### config.mk
export PLATFORM = sky130hd
export DESIGN_NAME = uart_echo_tester
export DESIGN_NICKNAME = d
export VERILOG_FILES = /design/src/rtl/uart_echo_tester.sv
export SDC_FILE = /design/constraint.sdc
export NUM_CORES = 1
export LEC_CHECK = 0
export CAP_MARGIN = 30
export CORE_ASPECT_RATIO = 0.5
export CORE_MARGIN = 2
export CORE_UTILIZATION = 60
export CTS_BUF_LIST = sky130_fd_sc_hd__clkbuf_4 sky130_fd_sc_hd__clkbuf_8
export CTS_CLUSTER_DIAMETER = 100
export DETAILED_ROUTE_END_ITERATION = 10
export PLACE_DENSITY_LB_ADDON = 0.2
export SLEW_MARGIN = 0
export SYNTH_ARGS = -nofsm -noshare
export SYNTH_HDL_FRONTEND = slang
export SYNTH_SLANG_ARGS = --single-unit
### constraint.sdc
create_clock -name clk -period 5.8 [get_ports clk]
set_clock_uncertainty 0.15 [all_clocks]
set_input_delay 0.58 -clock clk [delete_from_list [all_inputs] [get_ports clk]]
set_output_delay 0.58 -clock clk [all_outputs]
set_load 0.01 [all_outputs]
### src/rtl/uart_echo_tester.sv
// Self-test initiator for the UART case-converter loopback path: streams printable ASCII
// into the transmitter and checks upper-cased echoes returned by the receiver.
module uart_echo_tester #(
    parameter int unsigned MAX_OUTSTANDING = 4,
    parameter int unsigned TIMEOUT_CYCLES  = 50000,
    parameter int unsigned CNT_W           = 16
) (
    input  logic             clk,
    input  logic             rst_n,
    input  logic             i_start,
    input  logic [CNT_W-1:0] i_count,
    input  logic [7:0]       i_seed,
    output logic [7:0]       o_tx_data,
    output logic             o_tx_valid,
    input  logic             i_tx_ready,
    input  logic [7:0]       i_rx_data,
    input  logic             i_rx_valid,
    output logic             o_busy,
    output logic             o_done,
    output logic             o_pass,
    output logic             o_timeout,
    output logic [CNT_W-1:0] o_err_count,
    output logic [CNT_W-1:0] o_sent_count,
    output logic [CNT_W-1:0] o_rcv_count
);
    localparam int unsigned PtrW = (MAX_OUTSTANDING > 1) ? $clog2(MAX_OUTSTANDING) : 1;
    localparam int unsigned OccW = $clog2(MAX_OUTSTANDING + 1);
    localparam int unsigned TmoW = $clog2(TIMEOUT_CYCLES + 1);

    typedef enum logic [1:0] {StIdle, StRun, StDrain, StDone} state_e;

    state_e           state_q, state_d;
    logic [CNT_W-1:0] count_q, count_d;
    logic [CNT_W-1:0] sent_q, sent_d;
    logic [CNT_W-1:0] rcv_q, rcv_d;
    logic [CNT_W-1:0] err_q, err_d;
    logic [7:0]       cur_q, cur_d;
    logic             timeout_q, timeout_d;
    logic [TmoW-1:0]  tmo_q, tmo_d;
    logic [PtrW-1:0]  wr_ptr_q, wr_ptr_d;
    logic [PtrW-1:0]  rd_ptr_q, rd_ptr_d;
    logic [OccW-1:0]  occ_q, occ_d;
    logic [7:0]       fifo_q [MAX_OUTSTANDING];
    logic [7:0]       fifo_d [MAX_OUTSTANDING];

    logic active, q_empty, q_full, tx_valid, push, rx_take, pop, start_ok, tmo_hit;

    function automatic logic [CNT_W-1:0] sat_inc(input logic [CNT_W-1:0] v);
        return (v == '1) ? v : v + CNT_W'(1);
    endfunction

    function automatic logic [7:0] to_upper(input logic [7:0] b);
        return (b >= 8'h61 && b <= 8'h7A) ? b - 8'h20 : b;
    endfunction

    assign active   = (state_q == StRun) || (state_q == StDrain);
    assign q_empty  = (occ_q == '0);
    assign q_full   = (occ_q == OccW'(MAX_OUTSTANDING));
    assign tx_valid = (state_q == StRun) && !q_full && (sent_q < count_q);
    assign push     = tx_valid && i_tx_ready;
    assign rx_take  = active && i_rx_valid;
    assign pop      = rx_take && !q_empty;
    assign start_ok = i_start && ((state_q == StIdle) || (state_q == StDone));

    always_comb begin
        count_d   = count_q;
        sent_d    = sent_q;
        rcv_d     = rcv_q;
        err_d     = err_q;
        cur_d     = cur_q;
        timeout_d = timeout_q;
        tmo_d     = tmo_q;
        wr_ptr_d  = wr_ptr_q;
        rd_ptr_d  = rd_ptr_q;
        occ_d     = occ_q;
        fifo_d    = fifo_q;
        tmo_hit   = 1'b0;
        if (start_ok) begin
            count_d   = i_count;
            cur_d     = (i_seed >= 8'h20 && i_seed <= 8'h7E) ? i_seed : 8'h20;
            sent_d    = '0;
            rcv_d     = '0;
            err_d     = '0;
            timeout_d = 1'b0;
            tmo_d     = '0;
            wr_ptr_d  = '0;
            rd_ptr_d  = '0;
            occ_d     = '0;
        end else begin
            if (push) begin
                fifo_d[wr_ptr_q] = to_upper(cur_q);
                wr_ptr_d         = wr_ptr_q + PtrW'(1);
                cur_d            = (cur_q == 8'h7E) ? 8'h20 : cur_q + 8'h01;
                sent_d           = sat_inc(sent_q);
            end
            // The pop compares against the entry present before this cycle's push.
            if (rx_take) begin
                rcv_d = sat_inc(rcv_q);
                if (q_empty || (i_rx_data != fifo_q[rd_ptr_q])) begin
                    err_d = sat_inc(err_q);
                end
            end
            if (pop) begin
                rd_ptr_d = rd_ptr_q + PtrW'(1);
            end
            if (push && !pop) begin
                occ_d = occ_q + OccW'(1);
            end else if (pop && !push) begin
                occ_d = occ_q - OccW'(1);
            end
            if (!active || i_rx_valid || q_empty) begin
                tmo_d = '0;
            end else begin
                tmo_d = tmo_q + TmoW'(1);
            end
            if (active && (tmo_d == TmoW'(TIMEOUT_CYCLES))) begin
                tmo_hit   = 1'b1;
                timeout_d = 1'b1;
            end
        end
    end

    always_ff @(posedge clk or negedge rst_n) begin
        if (!rst_n) begin
            count_q   <= '0;
            sent_q    <= '0;
            rcv_q     <= '0;
            err_q     <= '0;
            cur_q     <= '0;
            timeout_q <= 1'b0;
            tmo_q     <= '0;
            wr_ptr_q  <= '0;
            rd_ptr_q  <= '0;
            occ_q     <= '0;
            fifo_q    <= '{default: '0};
        end else begin
            count_q   <= count_d;
            sent_q    <= sent_d;
            rcv_q     <= rcv_d;
            err_q     <= err_d;
            cur_q     <= cur_d;
            timeout_q <= timeout_d;
            tmo_q     <= tmo_d;
            wr_ptr_q  <= wr_ptr_d;
            rd_ptr_q  <= rd_ptr_d;
            occ_q     <= occ_d;
            fifo_q    <= fifo_d;
        end
    end

    always_ff @(posedge clk or negedge rst_n) begin
        if (!rst_n) begin
            state_q <= StIdle;
        end else begin
            state_q <= state_d;
        end
    end

    always_comb begin
        state_d = state_q;
        unique case (state_q)
            StIdle, StDone: begin
                if (i_start) begin
                    state_d = (i_count == '0) ? StDone : StRun;
                end
            end
            StRun: begin
                if (tmo_hit) begin
                    state_d = StDone;
                end else if (sent_q == count_q) begin
                    state_d = StDrain;
                end
            end
            StDrain: begin
                if (tmo_hit || q_empty) begin
                    state_d = StDone;
                end
            end
            default: state_d = StIdle;
        endcase
    end

    always_comb begin
        o_busy     = active;
        o_done     = (state_q == StDone);
        o_tx_valid = tx_valid;
        o_pass     = (state_q == StDone) && (err_q == '0) && !timeout_q && (rcv_q == count_q);
    end

    assign o_tx_data    = cur_q;
    assign o_timeout    = timeout_q;
    assign o_err_count  = err_q;
    assign o_sent_count = sent_q;
    assign o_rcv_count  = rcv_q;

endmodule
== Yosys cells after proc, flatten, opt, wreduce, memory -nomap -nowiden ==
Index checks and enable logic that the tools add are counted.

* Bitwise operators: 3
* Magnitude comparators: 8
* Mux-type cells: 41
* Equality and inequality tests: 18
* Reduce and logical (&&, ||, !) cells: 43
* Add/sub/neg operators: 10

{| class="wikitable"
|+ Operator list
! cell !! count
|-
| 16-bit two-way mux || 13
|-
| 16-bit by 1-bit adder with 16-bit output (second input constant) || 4
|-
| 16-bit equality test (second input constant) || 4
|-
| 8-bit two-way mux || 8
|-
| 32-bit bitwise mux || 1
|-
| 16-bit equality test || 2
|-
| 16-bit zero test || 2
|-
| 2-bit two-way mux || 9
|-
| 8-bit binary-select mux with 2-bit select || 1
|-
| 8-bit demux with 2-bit select || 1
|-
| 8-bit by 7-bit less-or-equal comparator with 1-bit output (second input constant) || 2
|-
| 16-bit < comparator || 1
|-
| 1-bit logical AND || 15
|-
| 2-bit nonzero test || 5
|-
| 3-bit two-way mux || 3
|-
| 8-bit by 1-bit adder with 8-bit output (second input constant) || 1
|-
| 8-bit by 7-bit equality test with 1-bit output (second input constant) || 1
|-
| 8-bit by 6-bit greater-or-equal comparator with 1-bit output (second input constant) || 1
|-
| 8-bit by 7-bit greater-or-equal comparator with 1-bit output (second input constant) || 1
|-
| 2-bit != test (second input constant) || 4
|-
| 8-bit != test || 1
|-
| 8-bit by 6-bit subtractor with 8-bit output (second input constant) || 1
|-
| 3-bit greater-or-equal comparator (second input constant) || 2
|-
| 1-bit zero test || 6
|-
| 20 further kinds || 34
|}

* Register bits: 130
* Input bits: 37
* Logic and storage cells: 138
* Output and inout bits: 61

== Depth between registers and ports, before layout ==
* Word-level depth: 14
* Depth in mapped cells: 13
* Gate-level depth less buffers: 11

== Worst setup path before layout ==
No wires, ideal clock.

* Path kind: register -> register
* Start: register sent_q[15], in the netlist o_sent_count[15]
* End: register occ_q[2]
* Setup time: 136 ps
* Path slack: 2,650 ps
* Arrival: 2,864 ps
* Stages on the path, launching flop included: 13
* Data required time: 5,514 ps
* Period minus slack after synthesis: 3,150 ps
* Path buffers: 2
* Cells stage by stage: dfrtp_1 -> ha_1 -> nand4_1 -> nor4_1 -> o21ai_1 -> nand4bb_1 -> clkbuf_1 -> buf_2 -> nor2_1 -> fa_1 -> nor3_1 -> o21ai_1 -> nor3b_1

* Word-level cells in the longest chain between the ends: 6
* Elaborated cells between the ends (all ways): 9
* Those cells by class: order compare: 1; mux: 2; reduce/logical: 6

{| class="wikitable"
|+ Ends and longest elaborated chain
! what !! RTL line !! text
|-
| from (decl) || 34 || <nowiki>logic [CNT_W-1:0] sent_q, sent_d;</nowiki>
|-
| from (signal assigned) || 138 || <nowiki>sent_q <= sent_d;</nowiki>
|-
| 16-bit < comparator * || 59 || <nowiki>assign tx_valid = (state_q == StRun) && !q_full && (sent_q < count_q);</nowiki>
|-
| 1-bit logical AND * || 59 ||
|-
| 1-bit logical AND * || 60 || <nowiki>assign push = tx_valid && i_tx_ready;</nowiki>
|-
| 1-bit logical AND or 1-bit zero test (tied branches) || 106, 108 ||
|-
| 3-bit two-way mux or 1-bit logical AND (tied branches) || 106, 108 ||
|-
| 3-bit two-way mux or 3-bit nonzero test (tied branches) || - ||
|-
| to (signal assigned) || 134 || <nowiki>occ_q <= '0;</nowiki>
|-
| to (signal assigned) || 146 || <nowiki>occ_q <= occ_d;</nowiki>
|-
| to (decl) || 42 || <nowiki>logic [OccW-1:0] occ_q, occ_d;</nowiki>
|}

Every way passes the cells marked *; elsewhere a longest branch is shown, timed or not.
A chain may end at the register's enable or synchronous reset.

== Worst setup path in the final report ==
* Start: register err_q[2], in the netlist o_err_count[2]
* End: output port o_pass

* Word-level cells in the longest chain between the ends: 4

{| class="wikitable"
|+ Ends and longest elaborated chain
! what !! RTL line !! text
|-
| from (decl) || 36 || <nowiki>logic [CNT_W-1:0] err_q, err_d;</nowiki>
|-
| from (signal assigned) || 140 || <nowiki>err_q <= err_d;</nowiki>
|-
| 16-bit zero test || 187 || <nowiki>o_pass = (state_q == StDone) && (err_q == '0) && !timeout_q && (rcv_q == count_q);</nowiki>
|-
| 1-bit logical AND (3 in series) || 187 ||
|-
| to (decl) || 20 || <nowiki>output logic o_pass,</nowiki>
|}

Every way passes these cells.

==> impl_metrics.csv <==
group,metric,value,unit
finish,final_cells,1035,
routing,postRouteAntennaNets,0,
yosys,syn_area,7490,µm²
yosys,synth_fa_ha_area_share,5.94,%
pwr,pwr_density_cell,369,nW/µm²
global_routing,grt_pass1_vias,6033,
flow_run,timing.max_cap.violations,0,
floorplan,std_cell_rows,28,
sta,slew-limit-headroom,35.8,%
clocking,cts.repair_timing.setup_buffer_count,0,
yosys,synth-warning-count,0,
placement,place_congestion,0.889,
clocking,cts.htree.levels,4,
yosys,mean_instance_size_in_the_synthesized_netlist,9.80,µm²
sta,finalSetupViolations,0,
finish,area_growth_from_synthesis_to_layout,20.3,%
finish,final_net_count,930,
floorplan,dieWidth,162,µm
yosys,mux_share_of_post_synthesis_cell_area,8.25,%
global_routing,grt_use_met2,45.5,%
yosys,dominant_combinational_cell_family_by_area_after_synthesis,"simple AND/OR/NAND/NOR gates",
status,status,"finished clean",
placement,placed_cells,1003,
sta,tightest_slew,0.954,ns
sta,final.period_utilization,61.5,%
sta,setup_repair_after_global_routing_missed_its_margin,"no",
global_routing,busiest_metal_layer_after_global_routing,"met2",
global_routing,antenna_violations_before_repair,0,
worst_setup_path,crit_path_max_fanout,7,
clocking,clock_insertion_delay_worst_skew,0.45,ns
worst_setup_path,worst-endpoint-arrival,2.83,ns
sta,max_freq,281,MHz
routing,routed_wire_length,18.3,mm
floorplan,die_footprint,13500,µm²
yosys,synth_enable_flop_cells,0,
clocking,clock_tree_from_tritoncts,"done",
floorplan,floorplan.initialDensity,62.5,%
sta,layout_min_cycle_time,3.56,ns
routing,avgViaCountPerCell,5.94,
clocking,clockBufferDepth,2,
yosys,synthFlopType,"dfrtp_1",
routing,drt_first_pass_iters,5,
yosys,ys_seq_elements,130,
yosys,synth-xor-area-share,9.00,%
yosys,seq_area_frac_synth,43.4,%
pwr,static-leakage-power,3.94,nW
global_routing,grt_max_degree,65,
floorplan,chip_height,83.0,µm
clocking,clk_pin_slew,0.08,ns
global_routing,met3_track_demand_over_resource_in_global_routing,5.69,%
placement,placement.io_buffers,97,
floorplan,design.core.area,12000,µm²
floorplan,boundaryPins,98,
sta,final_max_slew_viol_count,0,
yosys,syn-num-nets,837,
finish,final_layout_size_suffix_gt1_share,7.13,%
clocking,cts-buffers-inserted,17,
clocking,ctsHoldBuffers,1,
sta,fin_tns_setup,0,ns
global_routing,use_met1,39.8,%
sta,report.final.hold_viol_count,0,
placement,detailed_place_hpwl,12.8,mm
worst_setup_path,worstPathRequired,5.07,ns
worst_hold_path,holdCritPathClass,"flip-flop to flip-flop",
finish,antennaDiodeCount,0,
clocking,ctsRootBufferMaster,"clkbuf_8",
worst_setup_path,critPathCaptureType,"primary output",
yosys,synthDistinctLibCells,69,
yosys,postSynthCellCount,765,
pwr,power.ir.vdd_worst,0.181,mV
global_routing,wire_length_of_the_first_global_routing_pass,30.4,mm
yosys,synth_async_sr_flop_share,100,%
routing,wl_per_cell,17.7,µm
routing,routed_vias,6153,
yosys,synth_compound_area_share,8.90,%
routing,drt_first_iter_violations,411,
worst_setup_path,critPathLaunchType,"flip-flop",
routing,post-route-drc-count,0,
clocking,ctsResizeCount,0,
global_routing,gr-total-overflow,0,
global_routing,grt.total_usage,28.5,%
worst_setup_path,crit_type,"flip-flop to primary output",
clocking,clkSinkCount,130,
yosys,synthesized_area_fraction_occupied_by_and_or_nand_nor_cells,20.5,%
[cells by family (layout without fill, tap and decap cells)]
family / count (synthesis) / count (layout)
mux: 50 / 50
fa+ha+maj: 35 / 35
xor+xnor: 77 / 77
flops: 130 / 130
simple gates: 302 / 302
compound gates: 101 / 101
buf+inv: 70 / 175
[final cells by class]
| cell class | count | area, µm² |
|---|---|---|
| well taps | 165 | 206 |
| flip-flops and latches | 130 | 3250 |
| inverters | 40 | 150 |
| clock buffers | 19 | 262 |
| multi-input cells | 565 | 3940 |
| fillers | 883 | 2970 |
| repair buffers | 104 | 1040 |
| clock inverters | 12 | 158 |
[synthesized netlist by cell type (4+ instances only)]
library cell | number | area (µm²)
and2_1 | 6 | 37.5
and3_1 | 13 | 81.3
xor2_1 | 42 | 368
nor2_1 | 80 | 300
o21ai_0 | 16 | 80.1
nor4_1 | 20 | 125
nand3_1 | 24 | 120
nor3_1 | 16 | 80.1
nor2b_1 | 7 | 43.8
buf_1 | 4 | 15.0
nand2b_1 | 4 | 25.0
a31oi_1 | 4 | 25.0
mux2_1 | 32 | 360
mux2i_1 | 10 | 100
nand2_1 | 75 | 282
clkbuf_1 | 16 | 60.1
inv_1 | 39 | 146
buf_2 | 5 | 25.0
a21oi_1 | 25 | 125
and4_1 | 8 | 70.1
ha_1 | 34 | 425
or4_1 | 4 | 30.0
nand4_1 | 24 | 150
or3_1 | 4 | 25.0
mux4_2 | 6 | 135
xnor2_1 | 35 | 307
dfrtp_1 | 130 | 3250
o21ai_1 | 21 | 105
o31ai_1 | 4 | 30.0
[registers in the layout (all words and copies together) (netlist names), 3 cells and up]
signal,count
count_q,16
fifo_q,32
o_tx_data,8
o_rcv_count,16
tmo_q,16
o_err_count,16
o_sent_count,16
occ_q,3
[power by group]
part	switching [mW]	leakage (nW)	internal [mW]	total, mW
registers	0.213	1.75	1.09	1.30
logic	0.686	2.00	0.511	1.20
clock network	0.380	0.192	0.446	0.826
total	1.28	3.94	2.05	3.33
[worst paths after layout]
path                                        from          to  slack [ns]  depth (start not counted)
worst max register to register  o_sent_count[15]    occ_q[2]        2.39                         11
worst min register to register         fifo_q[4]   fifo_q[4]        0.35                          1
min in group asynchronous                  rst_n  fifo_q[18]        0.46                          2
worst min-delay path                   fifo_q[4]   fifo_q[4]        0.35                          1
worst max-delay path              o_err_count[2]      o_pass        2.24                          4
max in group asynchronous                  rst_n  state_q[1]        3.70                          4
[metal layers]
metal  vias up  routed length [µm]
met3        33                1190
met2       240                8530
li1       2878                   -
met5         -                   0
met4         0                 308
met1      3002                8250
[per-stage QoR]
stage	total power [mW]	setup slack [ns]	hold slack (ns)	instance area (µm²)	utilization, %
after floorplan	2.09	2.65	0.134	7490	-
after global placement	2.43	2.51	0.320	8560	71.4
after detailed placement	2.50	2.45	0.330	8590	71.7
after CTS	3.32	2.25	0.347	9010	75.2
after global routing	3.54	2.09	0.364	9010	75.2
final	3.33	2.24	0.347	9010	75.2
[critical path, stage by stage, from the launching register on]
cell and delay, ns:
dfrtp_1 0.45, or4_1 0.53, or4_1 0.54, nor4_1 0.27
clkdlybuf4s50_1 0.60
[layout by cell type (no fill, tap or decap), drive strengths merged, types with 3 or more instances in the layout]
master / n
bufinv: 3
and2: 6
and3: 13
mux4: 6
o31ai: 4
nor2: 80
buf: 7
clkbuf: 19
clkinvlp: 6
nor3: 18
xnor2: 35
nor4: 21
mux2: 34
dfrtp: 130
nand2: 75
o41ai: 3
o21a: 3
nand3: 25
clkdlybuf4s50: 96
or3: 4
and4: 8
nand4: 27
or4: 5
nand2b: 4
mux2i: 10
o21ai: 37
a211oi: 4
nor4b: 3
xor2: 42
ha: 34
a31oi: 4
inv: 41
nor2b: 7
a21oi: 26
Note: power is estimated with default switching activity, not from simulation.
